`src/rtl/snake_pkg.sv`:
```
// Shared snake game types and default timing constants, used by the
// controller and by the VGA/movement blocks.
package snake_pkg;

  typedef enum logic [1:0] {
    ST_IDLE     = 2'd0,
    ST_PLAY     = 2'd1,
    ST_RELOCATE = 2'd2,
    ST_END      = 2'd3
  } state_t;

  localparam int SCORE_W       = 4;
  localparam int SCORE_WIN_DEF = 15;
  localparam int TICK_BASE_DEF = 25000000;
  localparam int TICK_STEP_DEF = 1500000;
  localparam int TICK_MIN_DEF  = 2500000;
  localparam int TICK_W_DEF    = 25;

endpackage

```
`src/rtl/snake_game_ctrl_if.sv`:
```
// Target placement request/acknowledge handshake between the game
// controller (master) and the target placer (slave).
interface snake_game_ctrl_if;
  logic TARGET_REQ;
  logic TARGET_ACK;

  modport master (output TARGET_REQ, input TARGET_ACK);
  modport slave  (input TARGET_REQ, output TARGET_ACK);
endinterface

```
`src/rtl/snake_move_timer.sv`:
```
// Snake move tick generator; the move period shrinks with the score and
// is floored at TICK_MIN.
module snake_move_timer
  import snake_pkg::*;
#(
  parameter int SCORE_W   = snake_pkg::SCORE_W,
  parameter int TICK_BASE = TICK_BASE_DEF,
  parameter int TICK_STEP = TICK_STEP_DEF,
  parameter int TICK_MIN  = TICK_MIN_DEF,
  parameter int TICK_W    = TICK_W_DEF
) (
  input  logic               clk,
  input  logic               rst_n,
  input  logic               enable,
  input  logic [SCORE_W-1:0] score,
  output logic               MOVE_TICK
);

  localparam int PW = TICK_W + SCORE_W;
  localparam logic [PW-1:0] BASE_W = PW'(TICK_BASE);
  localparam logic [PW-1:0] STEP_W = PW'(TICK_STEP);
  localparam logic [PW-1:0] MIN_W  = PW'(TICK_MIN);

  logic [PW-1:0]     prod;
  logic [TICK_W-1:0] period_next;
  logic [TICK_W-1:0] period_q;
  logic [TICK_W-1:0] cnt_q;

  // Subtraction is guarded so a large score saturates at the floor
  // instead of wrapping negative.
  always_comb begin
    prod = PW'(score) * STEP_W;
    if (prod >= BASE_W || (BASE_W - prod) < MIN_W)
      period_next = TICK_W'(TICK_MIN);
    else
      period_next = TICK_W'(BASE_W - prod);
  end

  // The period is reloaded only at a wrap, so a score change never
  // truncates the move already in progress.
  always_ff @(posedge clk or negedge rst_n) begin
    if (!rst_n) begin
      cnt_q     <= '0;
      period_q  <= TICK_W'(TICK_BASE);
      MOVE_TICK <= 1'b0;
    end else if (!enable) begin
      cnt_q     <= '0;
      period_q  <= TICK_W'(TICK_BASE);
      MOVE_TICK <= 1'b0;
    end else if (cnt_q == period_q - 1'b1) begin
      cnt_q     <= '0;
      period_q  <= period_next;
      MOVE_TICK <= 1'b1;
    end else begin
      cnt_q     <= cnt_q + 1'b1;
      MOVE_TICK <= 1'b0;
    end
  end

endmodule

```
`src/rtl/snake_game_ctrl.sv`:
```
// Snake game sequencer: score keeping, target relocation handshake,
// move tick generation and game-over/win detection.
module snake_game_ctrl
  import snake_pkg::*;
#(
  parameter int SCORE_W   = snake_pkg::SCORE_W,
  parameter int SCORE_WIN = SCORE_WIN_DEF,
  parameter int TICK_BASE = TICK_BASE_DEF,
  parameter int TICK_STEP = TICK_STEP_DEF,
  parameter int TICK_MIN  = TICK_MIN_DEF,
  parameter int TICK_W    = TICK_W_DEF
) (
  input  logic                     CLK,
  input  logic                     RESET_N,
  input  logic                     START,
  input  logic                     REACHED_TARGET,
  input  logic                     COLLISION,
  snake_game_ctrl_if.master        tgt,
  output logic                     MOVE_TICK,
  output logic [SCORE_W-1:0]       CURRENT_SCORE,
  output logic [1:0]               STATE,
  output logic                     WIN,
  output logic                     GAME_OVER
);

  localparam logic [SCORE_W-1:0] WIN_VAL = SCORE_W'(SCORE_WIN);

  state_t             state_q;
  logic [SCORE_W-1:0] score_q;
  logic [SCORE_W-1:0] score_inc;
  logic               req_q;
  logic               req_new_q;
  logic               win_q;
  logic               go_q;
  logic [2:0]         sync_q;
  logic               hit_p;
  logic               run;
  logic               tick_raw;

  // Two synchroniser stages plus one history flop for the rising edge.
  always_ff @(posedge CLK or negedge RESET_N) begin
    if (!RESET_N) sync_q <= '0;
    else          sync_q <= {sync_q[1:0], REACHED_TARGET};
  end

  assign hit_p     = sync_q[1] & ~sync_q[2];
  assign score_inc = score_q + 1'b1;
  assign run       = (state_q == ST_PLAY) || (state_q == ST_RELOCATE);

  // req_new_q masks an ACK in the first RELOCATE cycle so REQ is seen.
  always_ff @(posedge CLK or negedge RESET_N) begin
    if (!RESET_N) begin
      state_q   <= ST_IDLE;
      score_q   <= '0;
      req_q     <= 1'b0;
      req_new_q <= 1'b0;
      win_q     <= 1'b0;
      go_q      <= 1'b0;
    end else begin
      req_new_q <= 1'b0;
      case (state_q)
        ST_IDLE, ST_END: begin
          if (START) begin
            state_q <= ST_PLAY;
            score_q <= '0;
            win_q   <= 1'b0;
            go_q    <= 1'b0;
          end
        end
        ST_PLAY: begin
          if (COLLISION) begin
            state_q <= ST_END;
            go_q    <= 1'b1;
          end else if (hit_p) begin
            score_q <= score_inc;
            if (score_inc == WIN_VAL) begin
              state_q <= ST_END;
              win_q   <= 1'b1;
            end else begin
              state_q   <= ST_RELOCATE;
              req_q     <= 1'b1;
              req_new_q <= 1'b1;
            end
          end
        end
        ST_RELOCATE: begin
          if (COLLISION) begin
            state_q <= ST_END;
            go_q    <= 1'b1;
            req_q   <= 1'b0;
          end else if (tgt.TARGET_ACK && !req_new_q) begin
            state_q <= ST_PLAY;
            req_q   <= 1'b0;
          end
        end
        default: state_q <= ST_IDLE;
      endcase
    end
  end

  snake_move_timer #(
    .SCORE_W  (SCORE_W),
    .TICK_BASE(TICK_BASE),
    .TICK_STEP(TICK_STEP),
    .TICK_MIN (TICK_MIN),
    .TICK_W   (TICK_W)
  ) u_timer (
    .clk      (CLK),
    .rst_n    (RESET_N),
    .enable   (run),
    .score    (score_q),
    .MOVE_TICK(tick_raw)
  );

  // A tick registered on the edge that ends the game must not leak into END.
  assign MOVE_TICK      = tick_raw & run;
  assign tgt.TARGET_REQ = req_q;
  assign CURRENT_SCORE  = score_q;
  assign STATE          = state_q;
  assign WIN            = win_q;
  assign GAME_OVER      = go_q;

endmodule
```
`src/flat_wrapper.sv`:
```
// flat-port wrapper written by rule: the top's interface ports become plain ports
module snake_game_ctrl_flat import snake_pkg::*;
#(
  parameter int SCORE_W   = snake_pkg::SCORE_W,
  parameter int SCORE_WIN = SCORE_WIN_DEF,
  parameter int TICK_BASE = TICK_BASE_DEF,
  parameter int TICK_STEP = TICK_STEP_DEF,
  parameter int TICK_MIN  = TICK_MIN_DEF,
  parameter int TICK_W    = TICK_W_DEF
)
  (CLK, RESET_N, START, REACHED_TARGET, COLLISION, MOVE_TICK, CURRENT_SCORE, STATE, WIN, GAME_OVER, tgt_TARGET_REQ, tgt_TARGET_ACK);
  snake_game_ctrl_if tgt_i ();
  input  logic CLK;
  input  logic RESET_N;
  input  logic START;
  input  logic REACHED_TARGET;
  input  logic COLLISION;
  output logic MOVE_TICK;
  output logic [SCORE_W-1:0] CURRENT_SCORE;
  output logic [1:0] STATE;
  output logic WIN;
  output logic GAME_OVER;
  output wire logic [$bits(tgt_i.TARGET_REQ)-1:0] tgt_TARGET_REQ;
  input wire logic [$bits(tgt_i.TARGET_ACK)-1:0] tgt_TARGET_ACK;
  assign tgt_TARGET_REQ = tgt_i.TARGET_REQ;
  assign tgt_i.TARGET_ACK = tgt_TARGET_ACK;
  snake_game_ctrl #(.SCORE_W(SCORE_W), .SCORE_WIN(SCORE_WIN), .TICK_BASE(TICK_BASE), .TICK_STEP(TICK_STEP), .TICK_MIN(TICK_MIN), .TICK_W(TICK_W)) u_core (.CLK(CLK), .RESET_N(RESET_N), .START(START), .REACHED_TARGET(REACHED_TARGET), .COLLISION(COLLISION), .tgt(tgt_i), .MOVE_TICK(MOVE_TICK), .CURRENT_SCORE(CURRENT_SCORE), .STATE(STATE), .WIN(WIN), .GAME_OVER(GAME_OVER));
endmodule
```
`config.mk`:
```
export PLATFORM = sky130hd
export DESIGN_NAME = snake_game_ctrl_flat
export DESIGN_NICKNAME = d
export VERILOG_FILES = /design/src/rtl/snake_pkg.sv /design/src/rtl/snake_game_ctrl_if.sv /design/src/rtl/snake_move_timer.sv /design/src/rtl/snake_game_ctrl.sv /design/src/flat_wrapper.sv
export SDC_FILE = /design/constraint.sdc
export NUM_CORES = 1
export LEC_CHECK = 0
export ABC_AREA = 1
export ABC_CLOCK_PERIOD_IN_PS = 5620
export BUFFER_PORTS_ARGS = -buffer_cell sky130_fd_sc_hd__buf_2
export CAP_MARGIN = 20
export CORE_ASPECT_RATIO = 0.8
export CORE_UTILIZATION = 49
export CTS_BUF_LIST = sky130_fd_sc_hd__clkbuf_8 sky130_fd_sc_hd__clkbuf_16
export DETAILED_ROUTE_END_ITERATION = 6
export GPL_ROUTABILITY_DRIVEN = 1
export PLACE_DENSITY = 0.65
export RECOVER_POWER = 50
export SETUP_SLACK_MARGIN = 0.1
export SYNTH_ARGS = -nofsm -noshare
export SYNTH_HDL_FRONTEND = slang
export SYNTH_SLANG_ARGS = --single-unit
```
`constraint.sdc`:
```
create_clock -name CLK -period 5.62 [get_ports CLK]
set_input_delay 0.562 -clock CLK [delete_from_list [all_inputs] [get_ports CLK]]
set_output_delay 0.562 -clock CLK [all_outputs]
set_load 0.1 [all_outputs]
```
==> impl_metrics.prom, run 1 <==
# TYPE chip_impl_metric gauge
chip_impl_info{name="status",value="finished, violations left"} 1
chip_impl_info{name="failing_checks",value="max-capacitance violations, max-slew violations"} 1
chip_impl_metric{name="p_per_area",unit="mW/mm^2"} 331
chip_impl_metric{name="cts.repair.resized",unit=""} 0
chip_impl_info{name="yosysMostFrequentCell",value="sky130_fd_sc_hd__nand2_1"} 1
chip_impl_metric{name="areaGrowthSynthToFinish",unit="%"} 8.53
chip_impl_metric{name="drive_above_1_share",unit="%"} 14.1
chip_impl_metric{name="layout_worst_path_cycle_share",unit="%"} 75.0
chip_impl_metric{name="syn-cell-area",unit="mm^2"} 0.00550
chip_impl_metric{name="syn-num-nets",unit=""} 851
chip_impl_metric{name="cts-htree-levels",unit=""} 3
chip_impl_metric{name="total_grt_overflow",unit=""} 0
chip_impl_metric{name="core_footprint",unit="mm^2"} 0.0109
chip_impl_metric{name="via_count_of_the_first_global_routing_pass",unit=""} 4848
chip_impl_metric{name="cp_data_required_time",unit="ns"} 5.87
chip_impl_metric{name="p_total",unit="uW"} 1980
chip_impl_info{name="dominantRegCellSynth",value="sky130_fd_sc_hd__dfrtp_1"} 1
chip_impl_info{name="synth_top_area_cell",value="sky130_fd_sc_hd__dfrtp_1"} 1
chip_impl_metric{name="worst_slew_pin_slew",unit="ns"} 3.13
chip_impl_metric{name="top_area_cell_type_share_of_the_netlist_area",unit="%"} 21.4
chip_impl_metric{name="start_util",unit="%"} 50.5
chip_impl_metric{name="final_cells",unit=""} 974
chip_impl_info{name="critical_path.slowest_cell",value="sky130_fd_sc_hd__dfrtp_1"} 1
chip_impl_metric{name="cpPeakStageDelay",unit="ns"} 0.65
chip_impl_metric{name="syn-mean-instance-area",unit="um^2"} 6.80
chip_impl_metric{name="tritoncts_num_sinks",unit=""} 59
chip_impl_metric{name="hold_slack",unit="ns"} 0.340
chip_impl_info{name="worst_hold_path_type",value="in -> reg"} 1
chip_impl_metric{name="final_design_area_no_fill",unit="mm^2"} 0.00597
chip_impl_metric{name="firstDrtPassIters",unit=""} 5
chip_impl_metric{name="fp.dieW",unit="um"} 120
chip_impl_metric{name="route.final.wire_length",unit="um"} 14200
chip_impl_info{name="yosys-top-cells-count",value="sky130_fd_sc_hd__nand2_1, sky130_fd_sc_hd__inv_1, sky130_fd_sc_hd__nor2_1"} 1
chip_impl_metric{name="synth-edff-count",unit=""} 0
chip_impl_metric{name="yosysSeqAreaShare",unit="%"} 27.1
chip_impl_metric{name="antenna_found_initial",unit=""} 0
chip_impl_metric{name="insertion_delay",unit="ns"} 0.33
chip_impl_metric{name="dr_total_vias",unit=""} 5189
chip_impl_info{name="rsz_0062_raised_after_global_routing",value="false"} 1
chip_impl_metric{name="maxCapViolCount",unit=""} 1
chip_impl_metric{name="place_inst",unit=""} 958
chip_impl_metric{name="globalplace.congestion",unit=""} 0.944
chip_impl_metric{name="critPathMaxFanout",unit=""} 12
chip_impl_metric{name="timing.final.setup_violations",unit=""} 0
chip_impl_metric{name="holdBufCountCts",unit=""} 0
chip_impl_metric{name="detail_route.iter0.violations",unit=""} 303
chip_impl_metric{name="worst-endpoint-arrival",unit="ns"} 4.46
chip_impl_metric{name="ant_nets",unit=""} 0
chip_impl_metric{name="fin_setup_tns",unit="ns"} 0
chip_impl_metric{name="post_synth_cell_types",unit=""} 46
chip_impl_info{name="crit_chain",value="inv_1 -> fa_1 -> inv_1 -> ha_1 -> nand2_1 -> inv_1 -> a21oi_1 -> nand3_1 -> nand4_1 -> nand2_1 -> xnor2_1 -> nand3_1 -> nand2_1 -> nand2_1 -> nor2_2 -> nand2_4 -> nand2_4 -> o21ai_0"} 1
chip_impl_info{name="start_kind",value="register"} 1
chip_impl_metric{name="pin_count_of_the_biggest_net_entering_global_routing",unit=""} 60
chip_impl_metric{name="ios",unit=""} 16
chip_impl_metric{name="timing.clock.skew",unit="ns"} 0.00658
chip_impl_info{name="ys_top_cells_by_area",value="sky130_fd_sc_hd__dfrtp_1, sky130_fd_sc_hd__nand2_1, sky130_fd_sc_hd__nand3_1"} 1
chip_impl_metric{name="port_buffers",unit=""} 15
chip_impl_metric{name="grt_pass1_wl",unit="um"} 24100
chip_impl_metric{name="max-slew-margin-rel",unit="%"} -109
chip_impl_info{name="cp_class",value="reg -> reg"} 1
chip_impl_metric{name="max-clock-path-buffers",unit=""} 2
chip_impl_metric{name="detail_route.drc_violations",unit=""} 0
chip_impl_info{name="critPathMostFrequentCell",value="sky130_fd_sc_hd__nand2_1"} 1
chip_impl_metric{name="gr_util_all_layers",unit="%"} 26.2
chip_impl_metric{name="placement_rows",unit=""} 34
chip_impl_metric{name="wl_per_cell",unit="um"} 14.6
chip_impl_metric{name="ir_worst_vdd",unit="mV"} 0.153
chip_impl_metric{name="p_leak",unit="uW"} 0.00295
chip_impl_info{name="worst_setup_path_end_kind",value="register"} 1
chip_impl_metric{name="tritoncts.num_buffers",unit=""} 9
chip_impl_metric{name="cts.repair_timing.setup_buffer_count",unit=""} 0
chip_impl_metric{name="final_nets",unit=""} 867
chip_impl_info{name="ctsRootBufferMaster",value="sky130_fd_sc_hd__clkbuf_16"} 1
chip_impl_metric{name="detailed_place_hpwl",unit="um"} 11400
chip_impl_metric{name="dieHeight",unit="um"} 96.8
chip_impl_metric{name="n_antenna_cell",unit=""} 0
chip_impl_metric{name="finalHoldViolations",unit=""} 0
chip_impl_metric{name="filler_cells_inserted",unit=""} 1076
chip_impl_metric{name="yosys_warnings",unit=""} 0
chip_impl_metric{name="postSynthCellCount",unit=""} 809
chip_impl_metric{name="synthArstFlopShare",unit="%"} 100
chip_impl_metric{name="clk_pin_slew_worst_paths",unit="ns"} 0.05
chip_impl_metric{name="multi_input_comb_area",unit="mm^2"} 0.00353
chip_impl_info{name="clock_tree_from_tritoncts",value="done"} 1
chip_impl_metric{name="route.detailed.vias_per_inst",unit=""} 5.33
chip_impl_metric{name="post_dp_cell_area",unit="mm^2"} 0.00568
chip_impl_metric{name="maxSlewViolCount",unit=""} 60
chip_impl_metric{name="fmax",unit="MHz"} 237
chip_impl_metric{name="final.min_clock_period",unit="ns"} 4.21
chip_impl_metric{name="register_bit_count_reported_by_yosys",unit=""} 59
chip_impl_metric{name="die-area",unit="mm^2"} 0.0117
chip_impl_metric{name="seqCellArea",unit="mm^2"} 0.00149
cell usage in the layout (no fill, tap or decap), types with 10 or more instances in the layout:
| cell | instances |
|---|---|
| sky130_fd_sc_hd__nor3_1 | 11 |
| sky130_fd_sc_hd__xor2_1 | 24 |
| sky130_fd_sc_hd__nand2_1 | 227 |
| sky130_fd_sc_hd__dfrtp_1 | 47 |
| sky130_fd_sc_hd__a21oi_1 | 25 |
| sky130_fd_sc_hd__nor2_2 | 13 |
| sky130_fd_sc_hd__buf_2 | 15 |
| sky130_fd_sc_hd__xnor2_1 | 18 |
| sky130_fd_sc_hd__nand3_1 | 82 |
| sky130_fd_sc_hd__nand2_2 | 17 |
| sky130_fd_sc_hd__nand4_1 | 20 |
| sky130_fd_sc_hd__dfstp_2 | 12 |
| sky130_fd_sc_hd__o21ai_0 | 12 |
| sky130_fd_sc_hd__nor2_1 | 87 |
| sky130_fd_sc_hd__o21ai_2 | 10 |
| sky130_fd_sc_hd__inv_1 | 93 |
| sky130_fd_sc_hd__ha_1 | 32 |
flip-flops by register name (all words and copies together) (netlist names):
name	count
u_core.CURRENT_SCORE	4
u_core.GAME_OVER	1
u_core.STATE	2
u_core.WIN	1
u_core.req_new_q	1
u_core.sync_q	3
u_core.tgt.TARGET_REQ	1
u_core.u_timer.MOVE_TICK	1
u_core.u_timer.cnt_q	25
u_core.u_timer.period_q	20
layout make-up:
class / instances / area share, %
Multi-Input combinational cell: 635 / 59.2
Sequential cell: 59 / 25.0
Inverter: 104 / 6.60
Clock buffer: 11 / 4.23
Tap cell: 144 / 3.02
Timing Repair Buffer: 16 / 1.32
Clock inverter: 5 / 0.629
report_power, final:
group | internal [uW] | switching [uW]
combinational | 246 | 726
clock | 322 | 196
sequential | 456 | 32.3
total | 1020 | 955
worst max-delay path: cells and delay by family (launching register included):
kind                     cells  cell delay (ns)
AND/OR/NAND/NOR             10             1.34
XOR/XNOR                     1             0.41
AO/OA/AOI/OAI                2             0.38
flip-flops                   1             0.65
adder cells (fa/ha/maj)      2             0.97
buffers and inverters        3             0.38
metrics by stage:
stage / setup slack, ns / utilization, %
finish: 1.41 / 54.8
global route: 1.08 / 54.8
CTS: 1.43 / 54.8
detailed placement: 1.46 / 52.2
global placement: 1.53 / 52.2
floorplan: 1.47 / -
layer usage:
metal / part of all wire (%) / wire length [um] / vias up / GRT usage [%]
met1: 54 / 7670 / 2422 / 41.7
met2: 40 / 5670 / 117 / 36.3
met3: 5.4 / 773 / 11 / 4.89
met4: 0.79 / 112 / 0 / 5.22
met5: 0 / 0 / - / 0
li1: - / - / 2639 / -
cells by family (layout without fill, tap and decap cells):
logic type | after synthesis | in the layout | share of synthesized area, %
and+or+nand+nor | 490 | 490 | 41.3
xor gates and xnor gates | 42 | 42 | 6.69
buffers and inverters | 115 | 136 | 8.62
DFF | 59 | 59 | 27.1
adders and majority gates | 36 | 36 | 8.74
AOI/OAI and AO/OA | 67 | 67 | 7.53
final timing paths:
| path | from | cells after the start | to | slack, ns |
|---|---|---|---|---|
| max | u_core.CURRENT_SCORE[0] | 18 | u_core.u_timer.period_q[24] | 1.41 |
| min | REACHED_TARGET | 1 | u_core.sync_q[0] | 0.34 |
| max reg2reg | u_core.CURRENT_SCORE[0] | 18 | u_core.u_timer.period_q[24] | 1.41 |
| min reg2reg | u_core.sync_q[0] | 0 | u_core.sync_q[1] | 0.37 |
| max in group asynchronous | RESET_N | 2 | u_core.u_timer.period_q[23] | 2.48 |
| min in group asynchronous | RESET_N | 2 | u_core.req_new_q | 1.36 |
No activity file was read; power rests on OpenSTA's default activity.
==> run 2, diff against run 1 <==
--- a/config.mk
+++ b/config.mk
@@ -5,8 +5,8 @@
 export SDC_FILE = /design/constraint.sdc
 export NUM_CORES = 1
 export LEC_CHECK = 0
-export ABC_AREA = 1
-export ABC_CLOCK_PERIOD_IN_PS = 5620
+export ABC_AREA = 0
+export ABC_CLOCK_PERIOD_IN_PS = 3850
 export BUFFER_PORTS_ARGS = -buffer_cell sky130_fd_sc_hd__buf_2
 export CAP_MARGIN = 20
 export CORE_ASPECT_RATIO = 0.8
@@ -14,7 +14,7 @@
 export CTS_BUF_LIST = sky130_fd_sc_hd__clkbuf_8 sky130_fd_sc_hd__clkbuf_16
 export DETAILED_ROUTE_END_ITERATION = 6
 export GPL_ROUTABILITY_DRIVEN = 1
-export PLACE_DENSITY = 0.65
+export PLACE_DENSITY = 0.68
 export RECOVER_POWER = 50
 export SETUP_SLACK_MARGIN = 0.1
 export SYNTH_ARGS = -nofsm -noshare
==> constraint.sdc (replaced) <==
create_clock -name CLK -period 3.85 [get_ports CLK]
set_input_delay 0.385 -clock CLK [delete_from_list [all_inputs] [get_ports CLK]]
set_output_delay 0.385 -clock CLK [all_outputs]
set_load 0.1 [all_outputs]
==> impl_metrics.prom, run 2 <==
# TYPE chip_impl_metric gauge
chip_impl_info{name="status",value="finished, violations left"} 1
chip_impl_info{name="failing_checks",value="max-capacitance violations, max-slew violations, negative setup slack"} 1
chip_impl_metric{name="top_area_cell_type_share_of_the_netlist_area",unit="%"} 23.1
chip_impl_metric{name="detail_route.drc_violations",unit=""} 0
chip_impl_metric{name="grt_pass1_wl",unit="um"} 23200
chip_impl_metric{name="syn-cell-area",unit="mm^2"} 0.00509
chip_impl_metric{name="p_per_area",unit="mW/mm^2"} 547
chip_impl_metric{name="yosysSeqAreaShare",unit="%"} 29.3
chip_impl_metric{name="dpl_worst_slack",unit="ns"} -0.505
chip_impl_metric{name="total_grt_overflow",unit=""} 0
chip_impl_metric{name="final_nets",unit=""} 759
chip_impl_metric{name="max-slew-margin-rel",unit="%"} -17.1
chip_impl_metric{name="synthArstFlopShare",unit="%"} 100
chip_impl_metric{name="timing.final.setup_violations",unit=""} 17
chip_impl_metric{name="maxCapViolCount",unit=""} 1
chip_impl_metric{name="maxSlewViolCount",unit=""} 34
chip_impl_metric{name="tritoncts.num_buffers",unit=""} 9
chip_impl_info{name="worst_setup_path_end_kind",value="register"} 1
chip_impl_metric{name="layout_worst_path_cycle_share",unit="%"} 109
chip_impl_info{name="rsz_0062_raised_after_global_routing",value="true"} 1
chip_impl_metric{name="max-clock-path-buffers",unit=""} 2
chip_impl_metric{name="finalHoldViolations",unit=""} 0
chip_impl_info{name="dominantRegCellSynth",value="sky130_fd_sc_hd__dfrtp_1"} 1
chip_impl_metric{name="port_buffers",unit=""} 15
chip_impl_metric{name="ir_worst_vdd",unit="mV"} 0.659
chip_impl_metric{name="cpPeakStageDelay",unit="ns"} 0.52
chip_impl_metric{name="firstDrtPassIters",unit=""} 5
chip_impl_metric{name="register_bit_count_reported_by_yosys",unit=""} 59
chip_impl_metric{name="final_cells",unit=""} 858
chip_impl_metric{name="postLayoutSetupSlackWorst",unit="ns"} -0.358
chip_impl_metric{name="dieHeight",unit="um"} 93.2
chip_impl_metric{name="route.final.wire_length",unit="um"} 14100
chip_impl_metric{name="synth-edff-count",unit=""} 0
chip_impl_info{name="ys_top_cells_by_area",value="sky130_fd_sc_hd__dfrtp_1, sky130_fd_sc_hd__xnor2_1, sky130_fd_sc_hd__ha_1"} 1
chip_impl_metric{name="detailed_place_hpwl",unit="um"} 10400
chip_impl_metric{name="worst_slew_pin_slew",unit="ns"} 1.76
chip_impl_metric{name="ant_nets",unit=""} 0
chip_impl_metric{name="route.detailed.vias_per_inst",unit=""} 5.80
chip_impl_metric{name="insertion_delay",unit="ns"} 0.33
chip_impl_metric{name="dr_total_vias",unit=""} 4977
chip_impl_info{name="crit_chain",value="ha_4 -> fa_2 -> ha_4 -> a311o_1 -> a211oi_2 -> o2111a_2 -> o211ai_1 -> a21oi_2 -> buf_4 -> nor3_1 -> o211a_1 -> o21ai_1 -> buf_4 -> a21oi_4 -> buf_12 -> o31a_1"} 1
chip_impl_metric{name="post_synth_cell_types",unit=""} 72
chip_impl_info{name="layout_common_cells",value="sky130_fd_sc_hd__buf_4, sky130_fd_sc_hd__nor2_1, sky130_fd_sc_hd__xnor2_1"} 1
chip_impl_metric{name="pin_count_of_the_biggest_net_entering_global_routing",unit=""} 34
chip_impl_metric{name="areaGrowthSynthToFinish",unit="%"} 32.9
chip_impl_metric{name="p_leak",unit="uW"} 0.00298
chip_impl_metric{name="ios",unit=""} 16
chip_impl_metric{name="syn-num-nets",unit=""} 647
chip_impl_info{name="yosys-top-cells-count",value="sky130_fd_sc_hd__nor2_1, sky130_fd_sc_hd__xnor2_1, sky130_fd_sc_hd__dfrtp_1"} 1
chip_impl_metric{name="cts-htree-levels",unit=""} 3
chip_impl_info{name="clock_tree_from_tritoncts",value="done"} 1
chip_impl_metric{name="final.min_clock_period",unit="ns"} 4.21
chip_impl_metric{name="tritoncts_num_sinks",unit=""} 59
chip_impl_metric{name="placement_rows",unit=""} 32
chip_impl_info{name="start_kind",value="register"} 1
chip_impl_info{name="cp_class",value="reg -> reg"} 1
chip_impl_metric{name="core_footprint",unit="mm^2"} 0.00985
chip_impl_metric{name="postSynthCellCount",unit=""} 605
chip_impl_metric{name="via_count_of_the_first_global_routing_pass",unit=""} 4862
chip_impl_info{name="max_flop_register",value="u_core.u_timer.cnt_q"} 1
chip_impl_info{name="crit_family",value="compound AO/OA/AOI/OAI gates"} 1
chip_impl_metric{name="n_antenna_cell",unit=""} 0
chip_impl_metric{name="critPathMaxFanout",unit=""} 15
chip_impl_info{name="ctsRootBufferMaster",value="sky130_fd_sc_hd__clkbuf_16"} 1
chip_impl_info{name="yosysMostFrequentCell",value="sky130_fd_sc_hd__nor2_1"} 1
chip_impl_metric{name="cp_data_required_time",unit="ns"} 4.06
chip_impl_metric{name="start_util",unit="%"} 51.7
chip_impl_info{name="synth_top_area_cell",value="sky130_fd_sc_hd__dfrtp_1"} 1
chip_impl_metric{name="gr_util_all_layers",unit="%"} 27.6
chip_impl_info{name="most_common_library_cell_in_the_layout_ignoring_fill_and_taps",value="sky130_fd_sc_hd__buf_4"} 1
chip_impl_metric{name="detail_route.iter0.violations",unit=""} 309
chip_impl_metric{name="wl_per_cell",unit="um"} 16.5
chip_impl_metric{name="worst-endpoint-arrival",unit="ns"} 4.42
chip_impl_metric{name="clk_pin_slew_worst_paths",unit="ns"} 0.06
chip_impl_metric{name="drive_above_1_share",unit="%"} 31.7
chip_impl_metric{name="fmax",unit="MHz"} 238
chip_impl_metric{name="die-area",unit="mm^2"} 0.0108
chip_impl_metric{name="globalplace.congestion",unit=""} 0.894
chip_impl_metric{name="yosys_warnings",unit=""} 0
chip_impl_info{name="critical_path.slowest_cell",value="sky130_fd_sc_hd__dfrtp_4"} 1
chip_impl_metric{name="timing.clock.skew",unit="ns"} 0.00918
chip_impl_metric{name="syn-mean-instance-area",unit="um^2"} 8.42
chip_impl_metric{name="critPathBufInv",unit=""} 3
chip_impl_metric{name="place_inst",unit=""} 822
chip_impl_metric{name="fp.dieW",unit="um"} 116
chip_impl_metric{name="flip_flop_count_of_the_largest_register_all_copies_and_words_added",unit=""} 25
chip_impl_metric{name="antenna_found_initial",unit=""} 0
chip_impl_info{name="worst_hold_path_type",value="in -> reg"} 1
-- run 2: cell types whose count changed after synthesis, sizes merged, moves of 8 or more --
cell and change:
inv -72, a21oi +12, nor2b +8, xor2 +8, nand3 -64, and3 +8, xnor2 +30, or3 +8
clkbuf +19, nor2 -48, nand2 -212
-- run 2: worst register-to-register path, stage by stage (launching register included) --
cell and delay, ns:
sky130_fd_sc_hd__dfrtp_4 0.52, sky130_fd_sc_hd__ha_4 0.29, sky130_fd_sc_hd__fa_2 0.46, sky130_fd_sc_hd__ha_4 0.30, sky130_fd_sc_hd__a311o_1 0.38, sky130_fd_sc_hd__a211oi_2 0.24, sky130_fd_sc_hd__o2111a_2 0.25, sky130_fd_sc_hd__o211ai_1 0.15
sky130_fd_sc_hd__a21oi_2 0.28, sky130_fd_sc_hd__buf_4 0.17, sky130_fd_sc_hd__nor3_1 0.06, sky130_fd_sc_hd__o211a_1 0.21, sky130_fd_sc_hd__o21ai_1 0.16, sky130_fd_sc_hd__buf_4 0.15, sky130_fd_sc_hd__a21oi_4 0.04, sky130_fd_sc_hd__buf_12 0.16
sky130_fd_sc_hd__o31a_1 0.28
-- run 2: per-stage QoR --
| stage | power (uW) | hold WS, ns | instance area, um^2 | TNS (ns) | util [%] |
|---|---|---|---|---|---|
| 3_5_place_dp | 2710 | 0.341 | 6070 | -7.65 | 61.6 |
| 6_report | 3700 | 0.160 | 6770 | -4.74 | 68.7 |
| 2_1_floorplan | 1970 | 0.0894 | 5240 | -7.60 | - |
| 5_1_grt | 3920 | 0.151 | 6770 | -8.35 | 68.7 |
| 4_1_cts | 3550 | 0.0878 | 6590 | -2.92 | 66.9 |
| 3_3_place_gp | 2660 | 0.345 | 6070 | -6.47 | 61.6 |
-- run 2: where the power goes --
| group | switching (uW) | internal [uW] | leakage, uW | total [uW] |
|---|---|---|---|---|
| clock network | 312 | 444 | 0.000129 | 755 |
| logic | 1240 | 989 | 0.00209 | 2230 |
| registers | 44.4 | 672 | 0.000755 | 717 |
-- run 2: worst paths after layout --
path	cells after the start	slack, ns	to	start
worst min-delay path	1	0.16	u_core.sync_q[0]	REACHED_TARGET
worst min register to register	0	0.36	u_core.sync_q[1]	u_core.sync_q[0]
worst max register to register	16	-0.36	u_core.u_timer.period_q[17]	u_core.CURRENT_SCORE[3]
max in group asynchronous	2	0.94	u_core.CURRENT_SCORE[2]	RESET_N
worst max-delay path	16	-0.36	u_core.u_timer.period_q[17]	u_core.CURRENT_SCORE[3]
min in group asynchronous	1	0.40	u_core.u_timer.cnt_q[24]	RESET_N
-- run 2: layer usage --
layer	part of all wire (%)	wire, um	GRT usage, %	up-vias
met5	0	0	0	-
met4	1.2	173	6.41	0
met3	5.9	840	5.83	20
met2	44	6260	42.7	149
met1	49	6850	39.2	2414
li1	-	-	-	2394
-- run 2: logic make-up after synthesis --
group	Yosys count	share of synthesized area, %
buffers and inverters	63	5.16
AO/OA/AOI/OAI	150	19.9
AND/OR/NAND/NOR	210	21.1
adder cells (fa/ha/maj)	36	9.43
XOR/XNOR	80	13.8
multiplexers	7	1.40
flip-flops	59	29.3
-- run 2: area by class of cell --
| type | count | area, um^2 |
|---|---|---|
| Clock buffer | 9 | 225 |
| Clock inverter | 7 | 57.6 |
| Fill cell | 784 | 3080 |
| Inverter | 30 | 115 |
| Multi-Input combinational cell | 483 | 3660 |
| Sequential cell | 59 | 1510 |
| Tap cell | 136 | 170 |
| Timing Repair Buffer | 134 | 1030 |
-- run 2: repair_timing --
item | CTS | global route
resized for setup | 29 | 20
pin swaps | 16 | 13
endpoints found under the setup margin | 45 | 45
buffers inserted | 13 | 8
cloned | 0 | 1
hold buffers | 0 | 0
